**config.mk**
```make
export PLATFORM = sky130hd
export DESIGN_NAME = fp_multiplier_seq
export DESIGN_NICKNAME = d
export VERILOG_FILES = /design/src/rtl/fp_multiplier_seq.sv
export SDC_FILE = /design/constraint.sdc
export NUM_CORES = 1
export LEC_CHECK = 0
export CAP_MARGIN = 10
export CORE_AREA = 2 2 111 113
export CTS_CLUSTER_DIAMETER = 120
export DETAILED_ROUTE_END_ITERATION = 10
export DIE_AREA = 0 0 113 115
export GPL_ROUTABILITY_DRIVEN = 1
export PLACE_DENSITY = 0.69
export REMOVE_ABC_BUFFERS = 1
export SLEW_MARGIN = 20
export SYNTH_ARGS = -nofsm -noshare
export SYNTH_HDL_FRONTEND = slang
export SYNTH_SLANG_ARGS = --single-unit
```
**constraint.sdc**
```tcl
create_clock -name clk -period 14.7 [get_ports clk]
set_input_delay 2.205 -clock clk [delete_from_list [all_inputs] [get_ports clk]]
set_output_delay 2.205 -clock clk [all_outputs]
set_load 0.02 [all_outputs]
```
**src/rtl/fp_multiplier_seq.sv**
```systemverilog
// Sequential IEEE-754 single-precision multiplier for the RISC5 FPU path.
// Retires STEP multiplier bits per enabled cycle; stall = run & ~done.
module fp_multiplier_seq #(
  parameter int STEP = 1,
  parameter bit RNE  = 1'b0
) (
  input  logic        clk,
  input  logic        rst,
  input  logic        run,
  input  logic        en,
  input  logic [31:0] x,
  input  logic [31:0] y,
  output logic        stall,
  output logic [31:0] z,
  output logic        ovf,
  output logic        unf
);

  localparam int N  = 24 / STEP;
  localparam int SW = $clog2(N + 2);

  localparam logic [SW-1:0] S_LOAD = '0;
  localparam logic [SW-1:0] S_DONE = SW'(N + 1);
  localparam logic [SW-1:0] S_ONE  = SW'(1);

  logic [SW-1:0]     s;
  logic [47:0]       p;
  logic              done;
  logic [23:0]       ym;
  logic [23+STEP:0]  pp;
  logic [23+STEP:0]  acc;
  logic [47:0]       p_step;

  // Adds half an ulp (legacy) or rounds to nearest-even; bit 23 of the
  // result is the carry out of the 23-bit fraction.
  function automatic logic [23:0] round_frac(input logic [22:0] frac,
                                             input logic guard,
                                             input logic sticky);
    logic inc;
    inc = RNE ? (guard & (sticky | frac[0])) : guard;
    return {1'b0, frac} + {23'b0, inc};
  endfunction

  // Returns {ovf, unf, z}; zero operands win over range errors.
  function automatic logic [33:0] pack(input logic              sign,
                                       input logic              zero,
                                       input logic signed [9:0] e,
                                       input logic [22:0]       frac);
    if (zero)
      return {2'b00, 32'h0};
    else if (e >= 10'sd255)
      return {2'b10, sign, 8'hFF, 23'b0};
    else if (e <= 10'sd0)
      return {2'b01, 32'h0};
    else
      return {2'b00, sign, e[7:0], frac};
  endfunction

  assign done  = (s == S_DONE);
  assign stall = run & ~done;

  // The 24x24 product never exceeds 48 bits, so the partial sum always fits
  // in 24+STEP bits before the shift.
  assign ym     = {1'b1, y[22:0]};
  assign pp     = {{STEP{1'b0}}, ym} * {24'b0, p[STEP-1:0]};
  assign acc    = {{STEP{1'b0}}, p[47:24]} + pp;
  assign p_step = {acc, p[23:STEP]};

  always_ff @(posedge clk) begin
    if (!rst) begin
      s <= S_LOAD;
      p <= '0;
    end else if (en) begin
      if (!run)
        s <= S_LOAD;
      else if (!done)
        s <= s + S_ONE;

      if (s == S_LOAD)
        p <= {24'b0, 1'b1, x[22:0]};
      else if (!done)
        p <= p_step;
    end
  end

  logic              norm;
  logic [22:0]       frac;
  logic              guard;
  logic              sticky;
  logic [23:0]       rnd;
  logic              carry;
  logic signed [9:0] e;
  logic              zero;
  logic [33:0]       res;

  always_comb begin
    norm   = p[47];
    frac   = norm ? p[46:24] : p[45:23];
    guard  = norm ? p[23] : p[22];
    sticky = norm ? (|p[22:0]) : (|p[21:0]);
    rnd    = round_frac(frac, guard, sticky);
    carry  = rnd[23];
    e      = $signed({2'b00, x[30:23]}) + $signed({2'b00, y[30:23]})
             - 10'sd127 + $signed({9'b0, norm}) + $signed({9'b0, carry});
    zero   = (x[30:23] == 8'h00) | (y[30:23] == 8'h00);
    res    = pack(x[31] ^ y[31], zero, e, rnd[22:0]);
  end

  // Result and flags are only meaningful once the multiply has finished.
  assign z   = done ? res[31:0] : 32'h0;
  assign ovf = done & res[33];
  assign unf = done & res[32];

endmodule

```
# Word level (Yosys, flattened, before mapping)
# Cells that the tools add are included.
[word_totals]
out_inout_bits = 35
regBits = 53
[classes]
mux = 10
order_cmp = 2
bitwise = 6
addsub = 7
mul = 1
reduce_logical = 5
n_eq_ne = 3
[op_table]
columns = ["operator", "n"]
rows = [
  ["two-way mux 48 bit", 2],
  ["two-way mux 34 bit", 2],
  ["two-way mux 33 bit", 1],
  ["two-way mux 32 bit", 1],
  ["adder 24 x 25 -> 25 bit", 1],
  ["multiplier 24 x 1 -> 25 bit", 1],
  ["adder 23 x 1 -> 24 bit", 1],
  ["two-way mux 23 bit", 1],
  ["adder 10 x 2 -> 10 bit", 2],
  ["logical NOT 8 bit", 2],
  ["greater-or-equal comparator 10 x 9 -> 1 bit, second input constant", 1],
  ["<= comparator 10 x 1 -> 1 bit, second input constant", 1],
  ["two-way mux 5 bit", 2],
  ["subtractor 9 x 7 -> 10 bit, second input constant", 1],
  ["adder 8 x 8 -> 9 bit", 1],
  ["adder 5 x 1 -> 5 bit, second input constant", 1],
  ["equality test 5 bit, second input constant", 1],
  ["logical NOT 5 bit", 1],
  ["AND reduction 2 bit", 2],
  ["AND 1 bit", 3],
  ["inequality test 2 x 1 -> 1 bit, second input constant", 1],
  ["inequality test 2 bit, second input constant", 1],
  ["two-way mux 1 bit", 1],
  ["NOT 1 bit", 1],
  ["other kinds (2)", 2],
]

# Logic depth before layout (Yosys ltp)
[depth]
word_depth = 9
mapped_depth = 25

# Worst setup path after synthesis
# OpenSTA, ideal clock, no wires.
[synth_timing]
path_type = "register to output"
start = "reg p[47]"
end = "out z[12]"
setup_slack_ps = 7091
required_ps = 12495
stages_incl_launch_ff = 25
arrival_ps = 5404
path_buffers = 4
cell_sequence = "dfxtp_1 > buf_4 > clkbuf_1 > clkbuf_1 > mux2_2 > ha_1 > nand3_1 > nor2_1 > and2_1 > buf_2 > nand2_1 > nor2_1 > nand2_1 > nor2_1 > fa_1 > inv_1 > fa_1 > nand2b_1 > a211oi_1 > o221ai_1 > a21oi_1 > xnor2_1 > o21a_1 > nand2_2 > a2111oi_1"
[synth_via]
elab_chain_cells = 8
word_cells_on_any_way = 11
[synth_lines]
columns = ["element", "line", "text"]
rows = [
  ["from (decl)", "27", "logic [47:0] p;"],
  ["from (signal assigned)", "80", "p <= {24'b0, 1'b1, x[22:0]};"],
  ["from (signal assigned)", "82", "p <= p_step;"],
  ["two-way mux 23 bit / two-way mux 1 bit (equally long branches)", "98, 99", ""],
  ["adder 23 x 1 -> 24 bit", "41", "return {1'b0, frac} + {23'b0, inc};"],
  ["adder 10 x 2 -> 10 bit", "104", "- 10'sd127 + $signed({9'b0, norm}) + $signed({9'b0, carry});"],
  ["<= comparator 10 x 1 -> 1 bit", "53", "else if (e <= 10'sd0)"],
  ["two-way mux 33 bit", "53", ""],
  ["two-way mux 34 bit (*)", "51", "else if (e >= 10'sd255)"],
  ["two-way mux 34 bit (*)", "49", "if (zero)"],
  ["two-way mux 32 bit (*)", "110", "assign z = done ? res[31:0] : 32'h0;"],
  ["to (decl)", "14", "output logic [31:0] z,"],
]
# Mark *: on every way between the ends. The rest lies on a longest branch, timed or not.

# Worst setup path in the final report
[layout_timing]
start = "in y[23]"
end = "out z[12]"
[layout_via]
elab_chain_cells = 9
word_cells_on_any_way = 12
[layout_lines]
columns = ["element", "line", "text"]
rows = [
  ["from (decl)", "12", "input logic [31:0] y,"],
  ["adder 8 x 8 -> 9 bit", "103", "e = $signed({2'b00, x[30:23]}) + $signed({2'b00, y[30:23]})"],
  ["subtractor 9 x 7 -> 10 bit", "104", ""],
  ["adder 10 x 2 -> 10 bit (2 in series)", "104", ""],
  ["<= comparator 10 x 1 -> 1 bit", "53", ""],
  ["two-way mux 33 bit", "53", ""],
  ["two-way mux 34 bit", "51", ""],
  ["two-way mux 34 bit (*)", "49", ""],
  ["two-way mux 32 bit (*)", "110", ""],
]
# Marked as above.

==> impl_summary.md <==
Status
The run finished, with violations left. The checks that failed: DRC.

Logic synthesis
The top cell type's share of synthesized area is 20.5%. Summing the sequential cell areas from Yosys gives 20.5% of the chip area. The mean area per synthesized cell is 7.58 um^2. The distinct cell type count of the synthesized netlist is 67. Yosys attributes the largest share of cell area to sky130_fd_sc_hd__dfxtp_1 20%, sky130_fd_sc_hd__ha_1 11%, sky130_fd_sc_hd__mux2i_1 6.4%. The Yosys step of the flow raised 0 warnings.

The post-synthesis async set-or-reset flop share is 0%. The number of flops mapped to enable cells by yosys is 0. The largest area contributor in the netlist is sky130_fd_sc_hd__dfxtp_1. For this run, the leading register cell type out of synthesis is sky130_fd_sc_hd__dfxtp_1.

The total of flip-flops plus latches after synthesis is 53. Synthesis produced 684 cells. The summed instance area of the synthesized netlist is 5190 um^2.

Global route
The combined global-route utilization of all metal layers is 20.6%. The largest net degree at the start of global routing is 52. Summed over all layers, the global routing overflow is 0. The initial antenna violation count is 0. The first global-routing pass estimated 22.6 mm of wire. The number of global-route vias before repair is 4780.

STA
Setup repair after global routing left no endpoint under its margin. After routing, the total negative slack on setup checks comes to 0 ns. Timing would allow up to 113 MHz.

The number of hold violations in the final report was 0. Hold timing on the final database bottoms out at a slack of 0.500 ns. Setup violations remaining at the end of the flow were counted as 0. The final number of max-transition violations is 0.

The worst path uses 60.2% of the clock period. The clock period could shrink to 8.85 ns. Between clock sinks in the finished design, the worst skew comes to 0.00424 ns. Measured against its own limit, the worst slew margin works out to 23.2%. The slew at the pin closest to its max-slew limit is 1.15 ns.

Route
The routed layout has 5146 vias. The antenna violation net count after detailed routing is 0. The via density per instance is 5.71. The mean routed wirelength per cell is 15.3 um. The number of design-rule violations left by the first detailed-router iteration is 315. After detailed routing, the total wire length is 13.7 mm. The number of detailed-route iterations in the first pass is 8. The final routed DRC violation total is 9.

Setup path
The endpoint type of the worst setup path is an output port. The worst path required time is 12.49 ns. The endpoint arrival time on the critical path is 6.64 ns. The highest net fanout along the worst path is 21.

The worst setup path is launched from an input port. The startpoint-to-endpoint class of the critical path is in -> out.

CTS
The count of H-tree levels built during CTS is 2. The number of buffers inserted by post-CTS setup repair is 0. The tree built by TritonCTS fans out to 53 sinks. The latest clock arrival within the worst-skew pair is 0.29 ns. In this run, CTS created clock tree buffers numbering 5. After clock tree synthesis, the flow added hold-fix buffers numbering 0.

TritonCTS built the clock tree. The post-cts gate resize count is 0. The root cell of the clock tree is sky130_fd_sc_hd__clkbuf_16.

The CTS clock-pin slew for the worst setup and hold paths is 0.07 ns. The maximum clock insertion buffer count is 2.

Die
The boundary pin count is 103. Once the floorplan was initialized, standard cells occupied 43.9% of the core. The area of the core is 11800 um^2. The die covers 13000 um^2. In this run the core area contains 40 standard-cell rows. The floorplan step set the die height to 115 um. The floorplan step set the die width to 113 um.

Pwr
In this run, the combinational gates consume 24.2% of the power. The analysis attributes to cell leakage a power of 2.54 nW. Net switching is 27.2% of the power. The worst-case IR drop observed on VDD is 41.2 uV.

The design draws 0.377 mW. The analysis attributes to net switching a power of 0.102 mW. Dividing total power by cell area gives a power density of 58.8 nW/um^2.

Of the total power, registers draw 41.0%. In this run, the clock network consumes 34.9% of the power. The internal power component is 0.274 mW.

Finish
The number of antenna diodes in the final layout is 0. The post-layout net count is 869. The area growth from synthesis to layout is 23.6%. Cells with a size suffix above 1 make up 3.71% of the layout.

The sequential cells in the finished layout cover a total of 1060 um^2. The layout has 1124 filler cells. The area of combinational cells with multiple inputs is 3850 um^2.

Placement
During placement, the flow inserted port buffers numbering 102. The HPWL after detailed placement is 10.5 mm. The last weighted congestion value of the routability-driven placer is 0.904.

Flow run
Across the run, the number of max-cap violations was 0.

Hold path
The path class of the tightest hold or removal check is reg -> reg.
==> state kept, by name (all words and copies together), names as in the netlist <==
name and flops:
s 5, p 48
==> critical path: stages <==
cell and delay, ns:
sky130_fd_sc_hd__clkdlybuf4s50_1 0.49, sky130_fd_sc_hd__inv_1 0.05, sky130_fd_sc_hd__ha_1 0.28, sky130_fd_sc_hd__inv_1 0.08, sky130_fd_sc_hd__fa_1 0.20, sky130_fd_sc_hd__inv_1 0.06, sky130_fd_sc_hd__fa_1 0.39, sky130_fd_sc_hd__nand2b_1 0.18
sky130_fd_sc_hd__a211oi_1 0.36, sky130_fd_sc_hd__o221ai_1 0.20, sky130_fd_sc_hd__a21oi_1 0.19, sky130_fd_sc_hd__xnor2_1 0.23, sky130_fd_sc_hd__o21a_1 0.32, sky130_fd_sc_hd__nand2_2 0.37, sky130_fd_sc_hd__a2111oi_1 0.37, sky130_fd_sc_hd__clkdlybuf4s50_1 0.67
==> cells in the mapped netlist, types with 2 or more instances <==
cell and n:
sky130_fd_sc_hd__a211o_1 2, sky130_fd_sc_hd__a211oi_1 38, sky130_fd_sc_hd__a21o_1 9, sky130_fd_sc_hd__a21oi_1 49
sky130_fd_sc_hd__a22oi_1 4, sky130_fd_sc_hd__a311oi_1 5, sky130_fd_sc_hd__a31o_2 2, sky130_fd_sc_hd__a31oi_1 8
sky130_fd_sc_hd__and2_1 34, sky130_fd_sc_hd__and3_1 7, sky130_fd_sc_hd__and4_1 2, sky130_fd_sc_hd__buf_2 5
sky130_fd_sc_hd__clkbuf_1 35, sky130_fd_sc_hd__dfxtp_1 53, sky130_fd_sc_hd__fa_1 3, sky130_fd_sc_hd__ha_1 44
sky130_fd_sc_hd__inv_1 28, sky130_fd_sc_hd__mux2_2 4, sky130_fd_sc_hd__mux2i_1 33, sky130_fd_sc_hd__nand2_1 41
sky130_fd_sc_hd__nand2b_1 5, sky130_fd_sc_hd__nand3_1 16, sky130_fd_sc_hd__nand4_1 10, sky130_fd_sc_hd__nor2_1 80
sky130_fd_sc_hd__nor2b_1 12, sky130_fd_sc_hd__nor3_1 16, sky130_fd_sc_hd__nor4_1 5, sky130_fd_sc_hd__nor4_4 3
sky130_fd_sc_hd__o211ai_1 5, sky130_fd_sc_hd__o21a_1 5, sky130_fd_sc_hd__o21ai_0 47, sky130_fd_sc_hd__o21bai_1 2
sky130_fd_sc_hd__o22ai_1 2, sky130_fd_sc_hd__xnor2_1 18, sky130_fd_sc_hd__xor2_1 20
==> final cells by class <==
type / instances / share of cell area [%]
well taps: 147 / 2.87
multi-input cells: 560 / 60.0
repair buffers: 106 / 16.4
clock inverters: 2 / 0.547
inverters: 28 / 1.64
flip-flops and latches: 53 / 16.6
clock buffers: 5 / 1.95
==> worst paths after layout <==
kind | from | end | slack (ns) | cells after the start
max | y[23] | z[12] | 5.85 | 16
min | p[6] | p[6] | 0.50 | 2
max reg2reg | p[0] | p[45] | 11.50 | 12
min reg2reg | p[6] | p[6] | 0.50 | 2
==> routing by layer <==
metal / vias up / global-route usage, % / routed length (um)
met5: - / 0 / 0
met4: 0 / 4.31 / 218
met3: 22 / 2.90 / 654
met2: 135 / 36.6 / 6650
met1: 2378 / 26.9 / 6230
li1: 2611 / - / -
==> power groups by stage <==
stage                     Sequential (mW)  Clock, mW  Combinational [mW]
final                               0.154      0.131              0.0910
after global routing                0.155      0.138              0.0996
after CTS                           0.154      0.134              0.0906
after detailed placement            0.158          0              0.0901
after global placement              0.157          0              0.0880
after floorplan                     0.156          0              0.0584
==> stage by stage <==
step / cells / util [%] / setup WS (ns) / cell area (um^2)
floorplan: 641 / - / 6.68 / 5010
global placement: 894 / 52.9 / 6.07 / 6250
detailed placement: 894 / 52.9 / 5.89 / 6250
CTS: 901 / 54.3 / 5.87 / 6410
global route: 901 / 54.3 / 5.55 / 6410
finish: 901 / 54.3 / 5.85 / 6410
==> layout by cell type (no fill, tap or decap), types with 10 or more instances in the layout <==
cell type                         instances
sky130_fd_sc_hd__clkdlybuf4s50_1        102
sky130_fd_sc_hd__nor2_1                  80
sky130_fd_sc_hd__dfxtp_1                 53
sky130_fd_sc_hd__a21oi_1                 49
sky130_fd_sc_hd__o21ai_0                 47
sky130_fd_sc_hd__ha_1                    44
sky130_fd_sc_hd__nand2_1                 41
sky130_fd_sc_hd__a211oi_1                38
sky130_fd_sc_hd__and2_1                  34
sky130_fd_sc_hd__mux2i_1                 33
sky130_fd_sc_hd__inv_1                   28
sky130_fd_sc_hd__xor2_1                  20
sky130_fd_sc_hd__xnor2_1                 18
sky130_fd_sc_hd__nand3_1                 16
sky130_fd_sc_hd__nor3_1                  16
sky130_fd_sc_hd__nor2b_1                 12
sky130_fd_sc_hd__nand4_1                 10
==> cell families after synthesis <==
kind of cell	share of synthesized area, %
flip-flops	20.5
XOR/XNOR	6.42
AND/OR/NAND/NOR	24.2
buffers and inverters	5.48
adder cells (fa/ha/maj)	11.8
multiplexers	7.53
AO/OA/AOI/OAI	24.1
Note: power is estimated with default switching activity, not from simulation.
